`src/rtl/core_pkg.sv`:
```
// Shared arbiter types: FSM states, requester IDs and the read-return tag.
package core_pkg;

    typedef enum logic [1:0] {
        ST_ARB    = 2'd0,
        ST_LOCKED = 2'd1,
        ST_YIELD  = 2'd2
    } arb_state_e;

    typedef enum logic {
        ID_CORE = 1'b0,
        ID_LDR  = 1'b1
    } req_id_e;

    // Bit positions of each requester in the two-bit request/grant vectors.
    localparam int unsigned REQ_CORE = 0;
    localparam int unsigned REQ_LDR  = 1;

    typedef struct packed {
        logic    valid;
        req_id_e id;
    } rtag_t;

endpackage

```
`src/rtl/rr_pick2.sv`:
```
// Two-way round-robin pick: a lone requester wins, on conflict the one not granted last wins.
module rr_pick2 (
    input  logic [1:0] req_i,
    input  logic       last_ldr_i,
    output logic [1:0] gnt_o
);

    // Pass through single requests; break ties against the previous winner.
    always_comb begin
        gnt_o = req_i;
        if (req_i == 2'b11) begin
            gnt_o = last_ldr_i ? 2'b01 : 2'b10;
        end
    end

endmodule

```
`src/rtl/main_mem_arbiter.sv`:
```
// Main-memory arbiter between the core memory stage and the loader, with locked loader bursts.
module main_mem_arbiter
    import core_pkg::*;
#(
    parameter int unsigned ADDR_W    = 8,
    parameter int unsigned DATA_W    = 16,
    parameter int unsigned MAX_BURST = 16
) (
    input  logic              clk,
    input  logic              reset,
    input  logic              core_req,
    input  logic              core_we,
    input  logic [ADDR_W-1:0] core_addr,
    input  logic [DATA_W-1:0] core_wdata,
    output logic              core_gnt,
    output logic              core_stall,
    output logic              core_rvalid,
    output logic [DATA_W-1:0] core_rdata,
    input  logic              ldr_req,
    input  logic              ldr_we,
    input  logic              ldr_lock,
    input  logic [ADDR_W-1:0] ldr_addr,
    input  logic [DATA_W-1:0] ldr_wdata,
    output logic              ldr_gnt,
    output logic              ldr_rvalid,
    output logic [DATA_W-1:0] ldr_rdata,
    output logic [ADDR_W-1:0] mem_addr,
    output logic              mem_we,
    output logic [DATA_W-1:0] mem_wdata,
    input  logic [DATA_W-1:0] mem_rdata
);

    localparam int unsigned BURST_W = $clog2(MAX_BURST + 1);

    arb_state_e         state_q, state_d;
    req_id_e            last_q, last_d;
    logic [BURST_W-1:0] burst_q, burst_d;
    rtag_t              tag_q, tag_d;
    logic [1:0]         rr_gnt;

    rr_pick2 u_rr_pick2 (
        .req_i      ({ldr_req, core_req}),
        .last_ldr_i (last_q == ID_LDR),
        .gnt_o      (rr_gnt)
    );

    // State register, round-robin history, burst counter and read-return tag.
    always_ff @(posedge clk or posedge reset) begin
        if (reset) begin
            state_q <= ST_ARB;
            last_q  <= ID_LDR;
            burst_q <= '0;
            tag_q   <= '0;
        end else begin
            state_q <= state_d;
            last_q  <= last_d;
            burst_q <= burst_d;
            tag_q   <= tag_d;
        end
    end

    // Next state and grants; grants are suppressed while reset is held.
    always_comb begin
        state_d  = state_q;
        last_d   = last_q;
        burst_d  = burst_q;
        core_gnt = 1'b0;
        ldr_gnt  = 1'b0;
        if (!reset) begin
            case (state_q)
                ST_ARB: begin
                    core_gnt = rr_gnt[REQ_CORE];
                    ldr_gnt  = rr_gnt[REQ_LDR];
                    burst_d  = '0;
                    if (ldr_gnt && ldr_lock) begin
                        burst_d = BURST_W'(1);
                        state_d = (burst_d == BURST_W'(MAX_BURST)) ? ST_YIELD : ST_LOCKED;
                    end
                end
                ST_LOCKED: begin
                    ldr_gnt = ldr_req;
                    if (ldr_gnt) begin
                        burst_d = burst_q + BURST_W'(1);
                    end
                    // Dropping the lock ends the burst even if this cycle's grant would fill it.
                    if (!ldr_lock) begin
                        state_d = ST_ARB;
                        burst_d = '0;
                    end else if (ldr_gnt && (burst_d == BURST_W'(MAX_BURST))) begin
                        state_d = ST_YIELD;
                    end
                end
                ST_YIELD: begin
                    core_gnt = core_req;
                    state_d  = ST_ARB;
                    burst_d  = '0;
                end
                default: begin
                    state_d = ST_ARB;
                    burst_d = '0;
                end
            endcase
            if (core_gnt) begin
                last_d = ID_CORE;
            end else if (ldr_gnt) begin
                last_d = ID_LDR;
            end
        end
    end

    // Steer the granted requester onto the RAM port and capture the read tag.
    always_comb begin
        mem_we    = 1'b0;
        mem_addr  = '0;
        mem_wdata = '0;
        tag_d     = '0;
        if (core_gnt) begin
            mem_we    = core_we;
            mem_addr  = core_addr;
            mem_wdata = core_wdata;
            tag_d     = '{valid: !core_we, id: ID_CORE};
        end else if (ldr_gnt) begin
            mem_we    = ldr_we;
            mem_addr  = ldr_addr;
            mem_wdata = ldr_wdata;
            tag_d     = '{valid: !ldr_we, id: ID_LDR};
        end
    end

    // Route the RAM read data to whichever requester owns the returning tag.
    always_comb begin
        core_stall  = core_req && !core_gnt && !reset;
        core_rvalid = tag_q.valid && (tag_q.id == ID_CORE);
        ldr_rvalid  = tag_q.valid && (tag_q.id == ID_LDR);
        core_rdata  = core_rvalid ? mem_rdata : '0;
        ldr_rdata   = ldr_rvalid ? mem_rdata : '0;
    end

endmodule

```
`config.mk`:
```
export PLATFORM = sky130hd
export DESIGN_NAME = main_mem_arbiter
export DESIGN_NICKNAME = d
export VERILOG_FILES = /design/src/rtl/core_pkg.sv /design/src/rtl/rr_pick2.sv /design/src/rtl/main_mem_arbiter.sv
export SDC_FILE = /design/constraint.sdc
export NUM_CORES = 1
export LEC_CHECK = 0
export ABC_AREA = 1
export CORE_ASPECT_RATIO = 1.1
export CORE_MARGIN = 2
export CORE_UTILIZATION = 28
export DETAILED_ROUTE_END_ITERATION = 8
export PLACE_DENSITY = 0.93
export SYNTH_ARGS = -nofsm -noshare
export SYNTH_HDL_FRONTEND = slang
export SYNTH_HIERARCHICAL = 1
export SYNTH_SLANG_ARGS = --single-unit
```
`constraint.sdc`:
```
create_clock -name clk -period 2.5 [get_ports clk]
set_input_delay 0.75 -clock clk [delete_from_list [all_inputs] [get_ports clk]]
set_output_delay 0.75 -clock clk [all_outputs]
set_load 0.02 [all_outputs]
```
==> reports/qor.csv, run 1 <==
stage;metric;value;unit
status;status;finished, violations left;
status;failing checks;setup timing;
sta;final setup fails;26;
drt;Residual DRC;0;
power_and_ir_drop;Power Density;577;mW/mm2
flow_run;max cap viols;0;
placed_design;Post-Place Cells;410;
floorplanning;Die Y;72.0;um
floorplanning;die area;0.00474;mm2
grt;vias in the first global route;1904;
setup_path;Worst Path Max Fanout;7;
placed_design;GP Congestion;0.748;
drt;met3 WL;666;um
sta;slew margin rel.;69.7;%
clock_tree;Clock Sinks;10;
clock_tree;CTS root buf;clkbuf_8;
synth;Synth Net Count;293;
layout;storage element area;251;um2
clock_tree;clock input transition at the sequential cells of the worst setup and hold paths;0.05;ns
sta;final hold vios;0;
layout;n_diodes;0;
floorplanning;Starting Density;29.4;%
power_and_ir_drop;Pleak;0.00169;uW
drt;per-cell routed wire length;14.3;um
layout;Post-Layout Cell Count;423;
drt;DR vias/cell;4.74;
synth;post-synth top area cell;nand2_1;
setup_path;crit-path cells;buf_8, buf_6, nand3_2, a21oi_4, nand2_8, inv_12, nand2_4, nand2_2, buf_6;
layout;area delta synth->final;160;%
clock_tree;clock buffer depth;2;
setup_path;worst endpoint data arrival time;1.90;ns
synth;largest cells by area after synthesis;nand2_1, dfrtp_1, nor2_1;
setup_path;CP peak stage delay;0.28;ns
drt;post-route ant nets;0;
drt;Pre-Repair DR Iteration Count;4;
clock_tree;hold bufs inserted after CTS;0;
grt;pin count of the biggest net entering global routing;19;
grt;first-pass GRT wire length;8.30;mm
clock_tree;CTS tree;built;
drt;DR WL met2;3.29;mm
sta;clk_skew;0.00491;ns
setup_path;cell mode on critical path;buf_6;
layout;Final #Nets;444;
sta;ratio of final minimum period to clock period;106;%
drt;top layer in use;met4;
floorplanning;IO Pins;133;
sta;Final WS setup;-0.151;ns
sta;Fin Hold WS;0.540;ns
grt;Total Routing Usage GR;22.3;%
drt;Routed WL;6.05;mm
synth;mapped cell area;0.00118;mm2
drt;DR vias;2004;
placed_design;port bufs;132;
floorplanning;core area;0.00399;mm2
clock_tree;H-tree depth;1;
synth;Yosys warning total;6;
synth;post-synthesis sequential area ratio;21.4;%
sta;Max Slew Vio Count;0;
layout;fill count;277;
grt;initial antenna violation count;0;
sta;unrepaired setup endpoints after global routing;yes;
floorplanning;row count;24;
setup_path;crit path launch type;input pin;
setup_path;CP required;1.75;ns
setup_path;CP Class;in2out;
sta;FMAX;377;MHz
clock_tree;CTS Buf Count;3;
synth;Post-Synthesis Cells;221;
floorplanning;Die X;65.8;um
layout;share of post-route cells with drive strength above 1;34.5;%
sta;Slew @ Worst Pin;0.454;ns
power_and_ir_drop;Max VDD drop;0.458;mV
grt;Remaining Overflow, GRT;0;
setup_path;CP Capture Type;output pin;
synth;Avg Cell Area, Syn;5.32;um2
clock_tree;insertion delay to the later sink of the worst-skew pair;0.23;ns
synth;number of library cell types mapped by synthesis;23;
layout;Multi-input gate area;0.00101;mm2
drt;DRT iter0 DRCs;38;
synth;#FFs+latches synth;10;
drt;met1 wire length;1.93;mm
placed_design;DP HPWL;3.87;mm
sta;min cycle time layout;2.65;ns
power_and_ir_drop;total chip power;1770;uW
setup_path;CP max stage cell;a21oi_4;
synth;Synth top area share;30.3;%
worst_hold_path;min-delay worst type;reg2reg;
[registers in the layout (all words and copies together) (netlist names)]
| register | count |
|---|---|
| burst_q | 5 |
| last_q | 1 |
| state_q | 2 |
| tag_q | 2 |
[Yosys cell counts]
| library cell | instances |
|---|---|
| inv_2 | 2 |
| a21oi_1 | 2 |
| buf_12 | 1 |
| buf_2 | 1 |
| ha_1 | 1 |
| a21oi_4 | 1 |
| inv_6 | 1 |
| nor2_1 | 38 |
| nand2_4 | 1 |
| buf_6 | 1 |
| o22ai_1 | 3 |
| buf_4 | 1 |
| nand3_1 | 10 |
| nand2_1 | 95 |
| nor2_2 | 1 |
| inv_1 | 30 |
| or2_2 | 1 |
| nand2_2 | 11 |
| nand3_2 | 1 |
| o21ai_0 | 7 |
| clkbuf_1 | 2 |
| dfstp_2 | 1 |
| dfrtp_1 | 9 |
[logic make-up (layout without fill, tap and decap cells)]
group	after synthesis	in the layout	share of synthesized area, %
adder cells (fa/ha/maj)	1	1	1.06
AO/OA/AOI/OAI	13	13	6.81
flip-flops	10	10	21.4
AND/OR/NAND/NOR	158	158	55.4
buffers and inverters	39	189	15.3
[routing by layer]
metal	up-vias	GRT usage, %
li1	961	-
met1	893	21.3
met2	134	45.9
met3	16	5.43
met4	0	5.79
met5	-	0
[worst paths after layout]
| path | slack [ns] | end | start | cells past startpoint |
|---|---|---|---|---|
| setup / recovery | -0.15 | mem_wdata[5] | ldr_req | 9 |
| hold / removal | 0.54 | burst_q[1] | burst_q[1] | 2 |
| setup reg to reg | 0.84 | tag_q[0] | last_q | 9 |
| hold reg to reg | 0.54 | burst_q[1] | burst_q[1] | 2 |
| max in group asynchronous | 1.66 | last_q | reset | 3 |
| min in group asynchronous | 0.63 | burst_q[0] | reset | 3 |
[repair_timing]
action,CTS,global route
setup endpoints to repair,60,34
resized for setup,256,35
pin swaps,11,14
hold endpoints to repair,0,0
gates cloned,3,1
setup buffers,3,2
[final cells by class]
| type | instances | share of cell area [%] |
|---|---|---|
| timing repair inverter | 3 | 1.43 |
| sequential | 10 | 8.21 |
| tap | 52 | 2.12 |
| inverter | 33 | 4.78 |
| clock buffer | 4 | 1.80 |
| timing repair buffer | 149 | 48.6 |
| multi-input combinational | 172 | 33.1 |
[power by group]
| part | internal, uW | switching [uW] | leakage [uW] |
|---|---|---|---|
| Sequential | 205 | 52.0 | 0.000132 |
| Clock | 138 | 62.1 | 0.0000288 |
| Combinational | 576 | 735 | 0.00153 |
[layout by cell type (no fill, tap or decap), types with 7 or more instances in the layout]
| cell | synthesis | routed |
|---|---|---|
| buf_6 | 1 | 26 |
| dfrtp_1 | 9 | 9 |
| nand3_1 | 10 | 8 |
| nand2_4 | 1 | 22 |
| inv_1 | 30 | 29 |
| nor2_1 | 38 | 38 |
| dlygate4sd2_1 | 0 | 26 |
| o21ai_0 | 7 | 7 |
| nand2_2 | 11 | 34 |
| clkdlybuf4s50_1 | 0 | 69 |
| buf_4 | 1 | 12 |
| nand2_1 | 95 | 49 |
[critical path, delay by kind of cell]
family,cells,cell delay (ns)
compound gates,1,0.28
buf+inv,4,0.45
simple gates,4,0.41
[stage by stage]
step | setup TNS [ns] | utilization [%] | instance area, um2 | setup WS [ns]
final | -2.87 | 76.7 | 3060 | -0.151
after floorplan | 0 | - | 1220 | 0.00748
after global placement | -33.53 | 66.8 | 2670 | -1.01
after global routing | -3.88 | 76.7 | 3060 | -0.179
after detailed placement | -35.28 | 66.8 | 2670 | -1.07
after CTS | -1.21 | 73.7 | 2940 | -0.0739
No activity file was read; power rests on OpenSTA's default activity.
==> inputs of run 2 (changes only) <==
--- a/config.mk
+++ b/config.mk
@@ -10,7 +10,7 @@
 export CORE_MARGIN = 2
 export CORE_UTILIZATION = 28
 export DETAILED_ROUTE_END_ITERATION = 8
-export PLACE_DENSITY = 0.93
+export PLACE_DENSITY = 0.82
 export SYNTH_ARGS = -nofsm -noshare
 export SYNTH_HDL_FRONTEND = slang
 export SYNTH_HIERARCHICAL = 1
==> run 2 against run 1 <==
Net effect: global-route usage shrank 1.2 points; clock-buffer cell count is the same; sequential power shrank 2%; critical path type unchanged; first-iteration DRC count grew 18%; the flow still finishes with violations (setup timing); sequential share of layout area grew 0.25 points.
==> reports/qor.csv, run 2 (same netlist as run 1, synthesis figures left out) <==
stage;metric;value;unit;change
status;status;finished, violations left;;
status;failing checks;setup timing;;
drt;Pre-Repair DR Iteration Count;4;;unchanged
sta;final setup fails;25;;-3.8%
layout;share of post-route cells with drive strength above 1;33.2;%;-1.3 points
clock_tree;clock input transition at the sequential cells of the worst setup and hold paths;0.05;ns;about the same
drt;DR vias/cell;4.47;;-5.6%
setup_path;crit path launch type;input pin;;
setup_path;crit-path cells;buf_8, a21oi_4, nand2_2, a21oi_4, nand2_8, inv_12, nand2_4, nand2_4, buf_6;;
power_and_ir_drop;total chip power;1680;uW;-4.9%
drt;post-route ant nets;0;;unchanged
drt;Routed WL;5.18;mm;-14%
clock_tree;H-tree depth;1;;unchanged
setup_path;CP required;1.75;ns;about the same
floorplanning;Starting Density;29.4;%;unchanged
layout;area delta synth->final;153;%;
power_and_ir_drop;Power Density;565;mW/mm2;-2.1%
clock_tree;insertion delay to the later sink of the worst-skew pair;0.24;ns;about the same
drt;DRT iter0 DRCs;45;;+18%
sta;slew margin rel.;67.8;%;-1.9 points
sta;unrepaired setup endpoints after global routing;yes;;
grt;M1 GR Usage;18.6;%;-2.7 points
placed_design;port bufs;132;;unchanged
clock_tree;CTS tree;built;;
grt;Remaining Overflow, GRT;0;;unchanged
sta;FMAX;389;MHz;+3.1%
floorplanning;IO Pins;133;;unchanged
sta;Max Slew Vio Count;0;;unchanged
sta;Slew @ Worst Pin;0.482;ns;+0.0279 ns
setup_path;Worst Path Max Fanout;7;;unchanged
setup_path;CP max stage cell;a21oi_4;;
setup_path;CP Capture Type;output pin;;
floorplanning;Die X;65.8;um;unchanged
grt;pin count of the biggest net entering global routing;19;;unchanged
setup_path;crit path from;core_req;;
placed_design;DP Area;0.00265;mm2;-0.66%
grt;initial antenna violation count;0;;unchanged
layout;max reg flops;5;;unchanged
sta;ratio of final minimum period to clock period;103;%;-3.2 points
sta;Fin Hold WS;0.536;ns;-0.00461 ns
setup_path;CP peak stage delay;0.21;ns;-0.07 ns
grt;M3 GR Usage;7.75;%;+2.3 points
flow_run;max cap viols;0;;unchanged
layout;Final Util;74.4;%;-2.3 points
floorplanning;Die Y;72.0;um;unchanged
sta;Final WS setup;-0.0707;ns;+0.0805 ns
layout;Final #Nets;444;;unchanged
clock_tree;Clock Sinks;10;;unchanged
clock_tree;clock buffer depth;2;;unchanged
clock_tree;CTS Buf Count;3;;unchanged
floorplanning;core area;0.00399;mm2;unchanged
setup_path;R2R Path Start;last_q;;
clock_tree;CTS root buf;clkbuf_8;;
layout;Top Registers;burst_q: 5 flops, state_q: 2 flops, tag_q: 2 flops;;
clock_tree;hold bufs inserted after CTS;0;;unchanged
layout;n_diodes;0;;unchanged
power_and_ir_drop;Max VDD drop;0.419;mV;-8.5%
grt;busiest grt layer;met2;;
sta;final hold vios;0;;unchanged
drt;Residual DRC;0;;unchanged
layout;commonest non-fill, non-tap cell in the layout;clkdlybuf4s50_1;;
grt;met2 usage;41.8;%;-4.2 points
floorplanning;die area;0.00474;mm2;unchanged
worst_hold_path;hold wc startpoint;last_q;;
placed_design;GP Congestion;0.822;;+10%
sta;min cycle time layout;2.57;ns;-0.0805 ns
drt;DR vias;1892;;-5.6%
grt;vias in the first global route;1871;;-1.7%
layout;final instance area;0.00297;mm2;-2.9%
setup_path;worst endpoint data arrival time;1.82;ns;-0.08 ns
worst_hold_path;min-delay worst type;reg2reg;;
drt;per-cell routed wire length;12.2;um;-14%
placed_design;DP HPWL;3.79;mm;-2.0%
floorplanning;row count;24;;unchanged
layout;most frequent cells in the layout;clkdlybuf4s50_1, nand2_1, nand2_2;;
setup_path;CP Class;in2out;;
power_and_ir_drop;Pleak;0.00165;uW;-2.2%
grt;first-pass GRT wire length;7.86;mm;-5.3%
grt;Total Routing Usage GR;21.1;%;-1.2 points
sta;clk_skew;0.00204;ns;-0.00286 ns
layout;register name with the most flops;burst_q;;
-- run 2: cell types whose count changed in the layout (fill, tap and decap cells not counted), sizes merged --
cell           previous run  this run
buf                      45        46
dlygate4sd2              26        29
clkinv                    2         1
inv                      34        35
clkbuf                    9         4
clkdlybuf4s15             4         5
-- run 2: where the power goes --
part | switching, uW | internal [uW]
sequential | 47.2 | 205
combinational | 669 | 552
clock | 69.8 | 139
total | 786 | 895
-- run 2: final timing paths --
path	endpoint	slack (ns)	cells past startpoint
worst min register to register	last_q	0.54	2
min in group asynchronous	burst_q[0]	0.74	3
worst max register to register	tag_q[0]	1.02	8
worst max-delay path	mem_wdata[2]	-0.07	9
worst min-delay path	last_q	0.54	2
max in group asynchronous	last_q	1.55	3
-- run 2: cell type report --
type,count,area [um2]
repair buffers,149,1460
well taps,52,65.1
flip-flops and latches,10,251
inverters,33,144
repair inverters,3,38.8
multi-input cells,172,955
fillers,306,1020
clock buffers,4,55.1
-- run 2: critical path, delay by kind of cell --
family / cells / cell delay [ns]
compound gates: 2 / 0.35
buf+inv: 3 / 0.35
simple gates: 4 / 0.36
-- run 2: repair_timing --
| action | 4_1_cts | 5_1_grt |
|---|---|---|
| resized for setup | 255 | 18 |
| buffers inserted | 2 | 2 |
| pin swaps | 10 | 13 |
| hold endpoints to repair | 0 | 0 |
| setup endpoints to repair | 60 | 30 |
| cloned | 4 | 0 |
-- run 2: routing by layer --
metal / share of wire [%] / wire (um) / vias to the layer above
met5: 0 / 0 / -
met4: 2.1 / 108 / 0
met3: 11 / 545 / 12
met2: 54 / 2770 / 108
met1: 34 / 1750 / 813
li1: - / - / 959
-- run 2: stage by stage --
stage                     instances  setup slack [ns]  setup TNS, ns
after floorplan                 221           0.00748              0
after global placement          411             -1.02         -33.22
after detailed placement        411             -1.05         -34.18
after CTS                       421           -0.0827          -1.25
after global routing            423            -0.132          -2.59
final                           423           -0.0707          -1.21
